===== src/rtl/muldiv_pkg.sv =====
// Shared types and constants for the EX-stage RV32M multiply/divide unit.
package muldiv_pkg;

  localparam int unsigned XLEN_DEFAULT = 32;

  typedef enum logic [1:0] {
    IDLE = 2'd0,
    BUSY = 2'd1,
    DONE = 2'd2
  } state_e;

  localparam logic [2:0] F3_MUL    = 3'b000;
  localparam logic [2:0] F3_MULH   = 3'b001;
  localparam logic [2:0] F3_MULHSU = 3'b010;
  localparam logic [2:0] F3_MULHU  = 3'b011;
  localparam logic [2:0] F3_DIV    = 3'b100;
  localparam logic [2:0] F3_DIVU   = 3'b101;
  localparam logic [2:0] F3_REM    = 3'b110;
  localparam logic [2:0] F3_REMU   = 3'b111;

endpackage


===== src/rtl/c_muldiv_shift_core.sv =====
// Radix-2 iterative datapath: shift-add multiply and, with MULDIV_DIV_EN,
// restoring shift-subtract divide on unsigned magnitudes. acc holds {hi, lo}.
module c_muldiv_shift_core #(
  parameter int unsigned XLEN = muldiv_pkg::XLEN_DEFAULT
) (
  input  logic              clk,
  input  logic              reset,
  input  logic              load_i,
  input  logic              step_i,
  input  logic              is_div_i,
  input  logic [XLEN-1:0]   mag_a_i,
  input  logic [XLEN-1:0]   mag_b_i,
  output logic              cnt_zero_o,
  output logic [2*XLEN-1:0] acc_o
);

  localparam int unsigned CW = $clog2(XLEN);
  localparam int unsigned AW = 2 * XLEN;

  logic [CW-1:0]   cnt_q, cnt_d;
  logic [AW-1:0]   acc_q, acc_d;
  logic [XLEN-1:0] b_q, b_d;
  logic [XLEN:0]   mul_sum_c;
`ifdef MULDIV_DIV_EN
  logic            div_ge_c;
  logic [XLEN-1:0] div_rem_c;
`endif

  // Next-state for counter, accumulator and latched divisor/multiplicand
  always_comb begin
    cnt_d     = cnt_q;
    acc_d     = acc_q;
    b_d       = b_q;
    mul_sum_c = {1'b0, acc_q[AW-1:XLEN]} + (acc_q[0] ? {1'b0, b_q} : '0);
`ifdef MULDIV_DIV_EN
    // Trial value is the partial remainder shifted left with the next dividend bit
    div_ge_c  = acc_q[AW-1:XLEN-1] >= {1'b0, b_q};
    div_rem_c = acc_q[AW-2:XLEN-1] - b_q;
`endif
    if (load_i) begin
      acc_d = {{XLEN{1'b0}}, mag_a_i};
      b_d   = mag_b_i;
      cnt_d = CW'(XLEN - 1);
    end else if (step_i) begin
      cnt_d = cnt_q - CW'(1);
`ifdef MULDIV_DIV_EN
      if (is_div_i) begin
        if (div_ge_c) acc_d = {div_rem_c, acc_q[XLEN-2:0], 1'b1};
        else          acc_d = {acc_q[AW-2:0], 1'b0};
      end else begin
        acc_d = {mul_sum_c, acc_q[XLEN-1:1]};
      end
`else
      if (!is_div_i) acc_d = {mul_sum_c, acc_q[XLEN-1:1]};
`endif
    end
  end

  always_ff @(posedge clk) begin
    if (!reset) begin
      cnt_q <= '0;
      acc_q <= '0;
      b_q   <= '0;
    end else begin
      cnt_q <= cnt_d;
      acc_q <= acc_d;
      b_q   <= b_d;
    end
  end

  assign cnt_zero_o = (cnt_q == '0);
  assign acc_o      = acc_q;

endmodule


===== src/rtl/c_ex_muldiv_unit.sv =====
// EX-stage RV32M unit: FSM, operand sign handling and result fix-up.
// Define MULDIV_DIV_EN to build the divide/remainder datapath.
module c_ex_muldiv_unit
  import muldiv_pkg::*;
#(
  parameter int unsigned XLEN = XLEN_DEFAULT
) (
  input  logic            clk,
  input  logic            reset,
  input  logic            start,
  input  logic [2:0]      funct3_E,
  input  logic [XLEN-1:0] op_a,
  input  logic [XLEN-1:0] op_b,
  input  logic            FlushE,
  output logic            stall_req,
  output logic            done,
  output logic [XLEN-1:0] result,
  output logic            busy
);

  localparam int unsigned AW = 2 * XLEN;

  state_e          state_q, state_d;
  logic [2:0]      f3_q;
  logic            neg_a_q, neg_b_q;
  logic            neg_a_c, neg_b_c, sign_a_c, sign_b_c;
  logic [XLEN-1:0] mag_a_c, mag_b_c;
  logic            fast_c, load_c, step_c, cnt_zero_c;
  logic [AW-1:0]   acc_c, acc_neg_c;
  logic [XLEN-1:0] acc_hi_c, acc_lo_c;
`ifdef MULDIV_DIV_EN
  logic [XLEN-1:0] op_a_q;
  logic            div0_q, ovf_q, div0_c, ovf_c;
`endif

  // Operand decode: signedness, magnitudes and the no-iteration cases
  always_comb begin
    sign_a_c = (funct3_E == F3_MULH) || (funct3_E == F3_MULHSU) ||
               (funct3_E == F3_DIV)  || (funct3_E == F3_REM);
    sign_b_c = (funct3_E == F3_MULH) || (funct3_E == F3_DIV) || (funct3_E == F3_REM);
    neg_a_c  = sign_a_c & op_a[XLEN-1];
    neg_b_c  = sign_b_c & op_b[XLEN-1];
    mag_a_c  = neg_a_c ? '0 - op_a : op_a;
    mag_b_c  = neg_b_c ? '0 - op_b : op_b;
`ifdef MULDIV_DIV_EN
    div0_c   = (op_b == '0);
    ovf_c    = ~funct3_E[0] & (op_a == {1'b1, {(XLEN-1){1'b0}}}) & (&op_b);
    fast_c   = funct3_E[2] & (div0_c | ovf_c);
`else
    fast_c   = funct3_E[2];
`endif
  end

  // FSM next-state and control outputs
  always_comb begin
    state_d   = state_q;
    load_c    = 1'b0;
    step_c    = 1'b0;
    stall_req = 1'b0;
    case (state_q)
      IDLE: begin
        if (start && !FlushE) begin
          load_c    = 1'b1;
          stall_req = 1'b1;
          state_d   = fast_c ? DONE : BUSY;
        end
      end
      BUSY: begin
        stall_req = 1'b1;
        if (FlushE) begin
          state_d = IDLE;
        end else begin
          step_c = 1'b1;
          if (cnt_zero_c) state_d = DONE;
        end
      end
      DONE:    state_d = IDLE;
      default: state_d = IDLE;
    endcase
    busy = (state_q != IDLE);
    done = (state_q == DONE);
  end

  always_ff @(posedge clk) begin
    if (!reset) begin
      state_q <= IDLE;
      f3_q    <= '0;
      neg_a_q <= 1'b0;
      neg_b_q <= 1'b0;
`ifdef MULDIV_DIV_EN
      op_a_q  <= '0;
      div0_q  <= 1'b0;
      ovf_q   <= 1'b0;
`endif
    end else begin
      state_q <= state_d;
      if (load_c) begin
        f3_q    <= funct3_E;
        neg_a_q <= neg_a_c;
        neg_b_q <= neg_b_c;
`ifdef MULDIV_DIV_EN
        op_a_q  <= op_a;
        div0_q  <= div0_c;
        ovf_q   <= ovf_c;
`endif
      end
    end
  end

  c_muldiv_shift_core #(.XLEN(XLEN)) u_core (
    .clk        (clk),
    .reset      (reset),
    .load_i     (load_c),
    .step_i     (step_c),
    .is_div_i   (f3_q[2]),
    .mag_a_i    (mag_a_c),
    .mag_b_i    (mag_b_c),
    .cnt_zero_o (cnt_zero_c),
    .acc_o      (acc_c)
  );

  // Result select with sign fix-up; zero outside DONE
  always_comb begin
    acc_hi_c  = acc_c[AW-1:XLEN];
    acc_lo_c  = acc_c[XLEN-1:0];
    acc_neg_c = '0 - acc_c;
    result    = '0;
    if (state_q == DONE) begin
      case (f3_q)
        F3_MUL:            result = acc_lo_c;
        F3_MULH, F3_MULHSU: result = (neg_a_q ^ neg_b_q) ? acc_neg_c[AW-1:XLEN] : acc_hi_c;
        F3_MULHU:          result = acc_hi_c;
`ifdef MULDIV_DIV_EN
        F3_DIV, F3_DIVU: begin
          if (div0_q)     result = '1;
          else if (ovf_q) result = op_a_q;
          else            result = (neg_a_q ^ neg_b_q) ? '0 - acc_lo_c : acc_lo_c;
        end
        F3_REM, F3_REMU: begin
          if (div0_q)     result = op_a_q;
          else if (ovf_q) result = '0;
          else            result = neg_a_q ? '0 - acc_hi_c : acc_hi_c;
        end
`endif
        default:           result = '0;
      endcase
    end
  end

endmodule


===== config.mk =====
export PLATFORM = sky130hd
export DESIGN_NAME = c_ex_muldiv_unit
export DESIGN_NICKNAME = d
export VERILOG_FILES = /design/src/rtl/muldiv_pkg.sv /design/src/rtl/c_muldiv_shift_core.sv /design/src/rtl/c_ex_muldiv_unit.sv
export SDC_FILE = /design/constraint.sdc
export NUM_CORES = 1
export LEC_CHECK = 0
export ABC_AREA = 1
export ABC_CLOCK_PERIOD_IN_PS = 4500
export BUFFER_PORTS_ARGS = -buffer_cell sky130_fd_sc_hd__buf_2
export CORE_MARGIN = 5
export CORE_UTILIZATION = 55
export CTS_CLUSTER_SIZE = 14
export DETAILED_ROUTE_END_ITERATION = 7
export PLACE_DENSITY = 0.74
export SLEW_MARGIN = 20
export SYNTH_ARGS = -nofsm -noshare
export SYNTH_HDL_FRONTEND = slang
export SYNTH_HIERARCHICAL = 1
export SYNTH_SLANG_ARGS = --single-unit

===== constraint.sdc =====
create_clock -name clk -period 4.5 [get_ports clk]
set_input_delay 0.9 -clock clk [delete_from_list [all_inputs] [get_ports clk]]
set_output_delay 0.9 -clock clk [all_outputs]
set_load 0.05 [all_outputs]

==> results.sh, run 1 <==
export IMPL_hold_start="u_core/cnt_q[3]$_SDFFE_PN0P_"
export IMPL_clockBufferDepth=2
export IMPL_cts_sink_count=108
export IMPL_htreeDepth=3
export IMPL_flow_area_growth_from_synthesis_pct=7.31
export IMPL_crit_start="neg_b_q$_SDFFE_PN0P_"
export IMPL_top_cell_type_s_share_of_synthesized_area_pct=19.8
export IMPL_syn_inst_count=2132
export IMPL_buffer_ports_inserted=105
export IMPL_criticalPathCategory="register to primary output"
export IMPL_cts_root_buf="clkbuf_16"
export IMPL_design_portCount=106
export IMPL_timing_critical_path_required_ps=3600
export IMPL_mappedNetlistNets=2240
export IMPL_global_route_wire_length_before_repair_mm=61.8
export IMPL_report_final_hold_viol_count=0
export IMPL_ys_seq_area_share_pct=18.8
export IMPL_placementRows=53
export IMPL_yosys_warnings=6
export IMPL_timing_rr_start="u_core/cnt_q[0]$_SDFFE_PN0P_"
export IMPL_drt_iter0_drc=1533
export IMPL_drtAntennaViolNets=0
export IMPL_die_height_um=155
export IMPL_drive_above_1_share_pct=9.58
export IMPL_synth_distinct_cells=46
export IMPL_fp_dieArea_um2=24000
export IMPL_final_max_slew_violation_count=0
export IMPL_ir_drop_v=0.000166
export IMPL_global_route_overflow_total=0
export IMPL_synth_area_um2=11500
export IMPL_max_cap_violations=0
export IMPL_core_area_um2=20800
export IMPL_initial_utilization_pct=55.4
export IMPL_detail_route_drc_violations=0
export IMPL_antenna_cells=0
export IMPL_hpwlAfterDp_mm=30.4
export IMPL_synth_commonest_cells="608 x nand2_1, 388 x nor2_1, 326 x inv_1"
export IMPL_vias_in_the_first_global_route=12100
export IMPL_power_leakage_nw=6.67
export IMPL_ys_flop_type="dfxtp_1"
export IMPL_post_cts_clock_slew_at_the_launch_and_capture_registers_of_the_worst_setup_and_hold_paths_ps=90
export IMPL_timing_critical_path_from_type="register"
export IMPL_synth_avg_cell_area_um2=5.41
export IMPL_cp_arrival_ps=2790
export IMPL_critical_path_max_fanout=62
export IMPL_finClkSkew_ps=10.0
export IMPL_cts_hold_fix_buffers=0
export IMPL_ys_seq_elements=108
export IMPL_outcome="completed"
export IMPL_cts_inserted_buffers=9
export IMPL_p_per_area_nw_per_um2=257
export IMPL_avgRoutedWirePerCell_um=15.7
export IMPL_post_cts_resize_count=0
export IMPL_whs_ps=488
export IMPL_place_inst=2452
export IMPL_place_congestion=0.968
export IMPL_antenna_violations_before_repair=0
export IMPL_timing_worst_slew_pin_value_ps=1020
export IMPL_max_clock_freq_ghz=0.271
export IMPL_cts_tree="done"
export IMPL_grtUsageTotal_pct=31.7
export IMPL_fin_setup_tns_ps=0
export IMPL_die_x_um=155
export IMPL_synth_top_cells_by_area="nand2_1 20%, dfxtp_1 19%, nor2_1 13%, inv_1 11%, nand3_1 8.8%"
export IMPL_async_flop_share_pct=0
export IMPL_netlist_top_cell_by_area="nand2_1"
export IMPL_period_minus_slack_ps=3690
export IMPL_postCtsSetupRepairBufs=0
export IMPL_detail_route_vias_per_cell=5.42
export IMPL_synth_edf_count=0
export IMPL_report_final_setup_viol=0
export IMPL_fin_nets=2296
export IMPL_detail_route_first_pass_iterations=6
export IMPL_detail_route_wirelength_mm=38.7
export IMPL_min_path_type="register to register"
export IMPL_grt_max_degree=69
export IMPL_timing_max_slew_rel_slack_pct=32.1
export IMPL_clock_insertion_delay_worst_skew_ps=360
export IMPL_layout_worst_path_cycle_share_pct=82.0
export IMPL_dr_total_vias=13400
export IMPL_most_frequent_cell_after_synthesis="nand2_1"
export IMPL_instances_no_fill=2468
export IMPL_cp_end_kind="primary output"
export IMPL_grt_setup_unrepaired="no"
power by group:
group	internal, W	switching [W]	total, W
clock network	0.000393	0.000428	0.000821
registers	0.00104	0.000105	0.00114
logic	0.000364	0.000849	0.00121
cell type report:
| cell class | count | area (µm²) |
|---|---|---|
| well taps | 275 | 344 |
| clock buffers | 9 | 225 |
| flip-flops and latches | 108 | 2160 |
| fillers | 2232 | 8450 |
| multi-input cells | 1618 | 7710 |
| inverters | 338 | 1270 |
| clock inverters | 7 | 65.1 |
| repair buffers | 113 | 586 |
per-stage QoR:
stage	instance area (µm²)	utilization [%]	setup slack (ps)	total power [W]
after global placement	12100	58.0	1270	0.00233
after detailed placement	12100	58.0	1240	0.00234
final	12400	59.4	811	0.00318
after CTS	12400	59.4	933	0.00315
after global routing	12400	59.4	781	0.00338
after floorplan	11500	-	1300	0.00203
registers in the layout, summed over array words and instances, names as in the netlist:
signal,count
f3_q,3
u_core/acc_o,64
u_core/cnt_q,5
u_core/b_q,32
neg_a_q,1
state_q,2
neg_b_q,1
layout by cell type (no fill, tap or decap), types with 6 or more instances in the layout:
cell type	Yosys	routed
o21ai_2	8	8
a21oi_1	64	64
dfxtp_1	108	108
nand2_2	8	8
ha_1	36	36
nor3_1	17	17
a31oi_1	38	38
a21oi_2	6	6
nand4_1	8	8
buf_2	17	105
inv_2	11	12
nand3_1	202	202
xnor2_1	10	10
o21ai_0	93	93
xor2_1	55	55
clkbuf_16	0	9
o21ai_1	19	19
nor2_2	19	17
nor2_1	388	387
nand2_1	608	608
inv_1	326	324
nand3_2	7	7
buf_4	4	8
nor2_4	5	8
routing by layer:
layer | up-vias | GRT usage (%) | share of wire (%)
met5 | - | 0 | 0
met4 | 0 | 9.42 | 2.4
met2 | 538 | 48.8 | 43
met1 | 6041 | 46.2 | 47
met3 | 60 | 3.89 | 8.0
li1 | 6747 | - | -
worst max-delay path: stages, from the launching register on:
cell     delay (ps)
dfxtp_1         330
xnor2_1         590
inv_2           600
nand3_1         250
nand3_1          90
a21oi_1         250
buf_2           320
cell families (layout without fill, tap and decap cells):
logic type | Yosys count | after routing | share of synthesized area (%)
adder cells (fa/ha/maj) | 37 | 37 | 4.08
AO/OA/AOI/OAI | 243 | 243 | 11.9
AND/OR/NAND/NOR | 1273 | 1273 | 45.9
buffers and inverters | 406 | 467 | 14.5
flip-flops | 108 | 108 | 18.8
XOR/XNOR | 65 | 65 | 4.94
path summary, 6_finish.rpt:
check | slack [ps] | end | cells past startpoint
worst max register to register | 1270 | u_core/acc_o[15]$_SDFFE_PN0P_ | 11
worst min register to register | 490 | u_core/cnt_q[3]$_SDFFE_PN0P_ | 2
worst min-delay path | 490 | u_core/cnt_q[3]$_SDFFE_PN0P_ | 2
worst max-delay path | 810 | result[26] | 6
(Power assumes the default switching activity.)
==> run 2, diff against run 1 <==
--- a/config.mk
+++ b/config.mk
@@ -6,13 +6,13 @@
 export NUM_CORES = 1
 export LEC_CHECK = 0
 export ABC_AREA = 1
-export ABC_CLOCK_PERIOD_IN_PS = 4500
+export ABC_CLOCK_PERIOD_IN_PS = 3000
 export BUFFER_PORTS_ARGS = -buffer_cell sky130_fd_sc_hd__buf_2
 export CORE_MARGIN = 5
 export CORE_UTILIZATION = 55
 export CTS_CLUSTER_SIZE = 14
 export DETAILED_ROUTE_END_ITERATION = 7
-export PLACE_DENSITY = 0.74
+export PLACE_DENSITY = 0.77
 export SLEW_MARGIN = 20
 export SYNTH_ARGS = -nofsm -noshare
 export SYNTH_HDL_FRONTEND = slang
==> constraint.sdc (replaced) <==
create_clock -name clk -period 3 [get_ports clk]
set_input_delay 0.6 -clock clk [delete_from_list [all_inputs] [get_ports clk]]
set_output_delay 0.6 -clock clk [all_outputs]
set_load 0.05 [all_outputs]
==> run 2 against run 1 <==
Die area unchanged. Register-to-register slack worse by 850 ps. Worst hold slack better by 9.5 ps. Global-route usage up 0.47 points. Setup slack worse by 780 ps. Clock-buffer cell count up 1. Largest power group unchanged. Critical endpoint is now result[20]. Combinational power up 55%. Flip-flop and latch count unchanged. Wire length up 1.9%. First-iteration DRC count up 20%. Clock power up 60%. Highest routed layer is now met5.
==> results.sh, run 2 (synthesis gave the netlist of run 1 again) <==
export IMPL_max_clock_freq_ghz=0.337
export IMPL_timing_critical_path_required_ps=2400
export IMPL_path_delay_family="simple AND/OR/NAND/NOR gates"
export IMPL_detail_route_drc_violations=0
export IMPL_outcome="completed"
export IMPL_max_cap_violations=0
export IMPL_critical_path_max_fanout=7
export IMPL_report_final_hold_viol_count=0
export IMPL_postLayoutSetupSlackWorst_ps=30.0
export IMPL_timing_critical_path_from_type="register"
export IMPL_drtAntennaViolNets=0
export IMPL_timing_worst_slew_pin_value_ps=739
export IMPL_switchingPower_w=0.00208
export IMPL_buffer_ports_inserted=105
export IMPL_largest_register_ffs=64
export IMPL_cp_arrival_ps=2370
export IMPL_avgRoutedWirePerCell_um=15.9
export IMPL_htreeDepth=3
export IMPL_place_congestion=1.04
export IMPL_ir_drop_v=0.000330
export IMPL_power_share_clock_pct=26.7
export IMPL_layout_worst_path_cycle_share_pct=99.0
export IMPL_flow_area_growth_from_synthesis_pct=9.30
export IMPL_finalCoreUtilization_pct=60.5
export IMPL_cp_end_kind="primary output"
export IMPL_min_path_type="register to register"
export IMPL_postCtsSetupRepairBufs=0
export IMPL_criticalPathCategory="register to primary output"
export IMPL_detail_route_first_pass_iterations=5
export IMPL_power_switching_fraction_pct=42.4
export IMPL_antenna_cells=0
export IMPL_final_max_slew_violation_count=0
export IMPL_fin_nets=2313
export IMPL_crit_path_frequent_cell="nand2_1"
export IMPL_die_x_um=155
export IMPL_cellInternalPower_w=0.00283
export IMPL_layout_commonest_cell="nand2_1"
export IMPL_power_leakage_nw=6.77
export IMPL_grt_setup_unrepaired="no"
export IMPL_most_common_layout_cells="608 x nand2_1, 379 x nor2_1, 325 x inv_1"
export IMPL_grt_max_degree=55
export IMPL_design_portCount=106
export IMPL_max_stage_delay_ps=420
export IMPL_cp_num_buf_inv=1
export IMPL_p_per_area_nw_per_um2=390
export IMPL_fp_dieArea_um2=24000
export IMPL_cts_sink_count=108
export IMPL_report_final_setup_viol=0
export IMPL_placementRows=53
export IMPL_initial_utilization_pct=55.4
export IMPL_detail_route_wirelength_mm=39.4
export IMPL_path_cells="nor2_2 -> nand2_1 -> nor2_1 -> nand2_1 -> nor2_1 -> nand2_1 -> nand3_1 -> nand3_1 -> a21oi_1 -> buf_2"
export IMPL_combinational_power_share_pct=38.4
export IMPL_global_route_wire_length_before_repair_mm=62.8
export IMPL_fillers=2177
export IMPL_hpwlAfterDp_mm=31.5
export IMPL_timing_max_slew_rel_slack_pct=50.6
export IMPL_sequential_fraction_of_design_power_pct=34.9
export IMPL_drive_above_1_share_pct=10.7
export IMPL_grtUsageTotal_pct=32.1
export IMPL_vias_in_the_first_global_route=12200
export IMPL_core_area_um2=20800
export IMPL_cts_tree="done"
export IMPL_global_route_overflow_total=0
export IMPL_cts_inserted_buffers=9
export IMPL_antenna_violations_before_repair=2
export IMPL_fin_setup_tns_ps=0
export IMPL_clockBufferDepth=2
export IMPL_post_cts_clock_slew_at_the_launch_and_capture_registers_of_the_worst_setup_and_hold_paths_ps=80
export IMPL_detail_route_vias_per_cell=5.47
export IMPL_period_minus_slack_ps=2970
export IMPL_critPathSlowestCell="dfxtp_1"
export IMPL_clock_insertion_delay_worst_skew_ps=360
export IMPL_drt_iter0_drc=1838
export IMPL_place_worst_setup_slack_ps=384
export IMPL_dr_total_vias=13600
export IMPL_finClkSkew_ps=9.26
export IMPL_cts_root_buf="clkbuf_16"
export IMPL_die_height_um=155
## run 2: repair_timing
item | 4_1_cts | 5_1_grt
resized for setup | 1 | 27
endpoints found under the setup margin | 1 | 30
hold endpoints to repair | 0 | 0
hold buffers | 0 | 0
## run 2: worst paths after layout
check / from / to / slack, ps / depth (start not counted)
max: u_core/acc_o[33]$_SDFFE_PP0P_ / result[20] / 30 / 10
min reg2reg: u_core/cnt_q[3]$_SDFFE_PN0P_ / u_core/cnt_q[3]$_SDFFE_PN0P_ / 500 / 2
max reg2reg: u_core/acc_o[0]$_SDFFE_PN0P_ / u_core/acc_o[50]$_SDFFE_PP0P_ / 420 / 16
min: u_core/cnt_q[3]$_SDFFE_PN0P_ / u_core/cnt_q[3]$_SDFFE_PN0P_ / 500 / 2
## run 2: through the flow
step | cells | hold slack [ps] | total power, W | instance area, µm²
2_1_floorplan | 2132 | 450 | 0.00305 | 11500
3_3_place_gp | 2469 | 465 | 0.00356 | 12200
3_5_place_dp | 2469 | 480 | 0.00356 | 12200
4_1_cts | 2485 | 491 | 0.00488 | 12500
5_1_grt | 2485 | 523 | 0.00522 | 12600
6_report | 2485 | 498 | 0.00491 | 12600
## run 2: power groups by stage
| stage | registers, W | clock network (W) | logic [W] |
|---|---|---|---|
| floorplan | 0.00167 | 0 | 0.00138 |
| global placement | 0.00173 | 0 | 0.00182 |
| detailed placement | 0.00174 | 0 | 0.00183 |
| CTS | 0.00170 | 0.00134 | 0.00184 |
| global route | 0.00173 | 0.00139 | 0.00210 |
| finish | 0.00171 | 0.00131 | 0.00188 |
## run 2: layout make-up
| cell class | count | area (µm²) | area share (%) |
|---|---|---|---|
| flip-flops and latches | 108 | 2160 | 17.2 |
| well taps | 275 | 344 | 2.73 |
| multi-input cells | 1618 | 7750 | 61.5 |
| clock buffers | 10 | 239 | 1.90 |
| repair buffers | 130 | 756 | 6.00 |
| inverters | 338 | 1270 | 10.1 |
| clock inverters | 6 | 76.3 | 0.606 |
## run 2: layer usage
metal	vias up	global-route usage [%]	share of wire, %
met5	-	0	0.069
met4	4	9.38	2.9
met3	83	5.23	8.9
met2	638	48.3	42
met1	6091	47.3	46
li1	6788	-	-
## run 2: worst reg2reg max path, delay by kind of cell (launching register included)
family / cells / cell delay [ps]
flops: 1 / 440
buf+inv: 3 / 530
fa+ha+maj: 1 / 310
simple gates: 12 / 1220
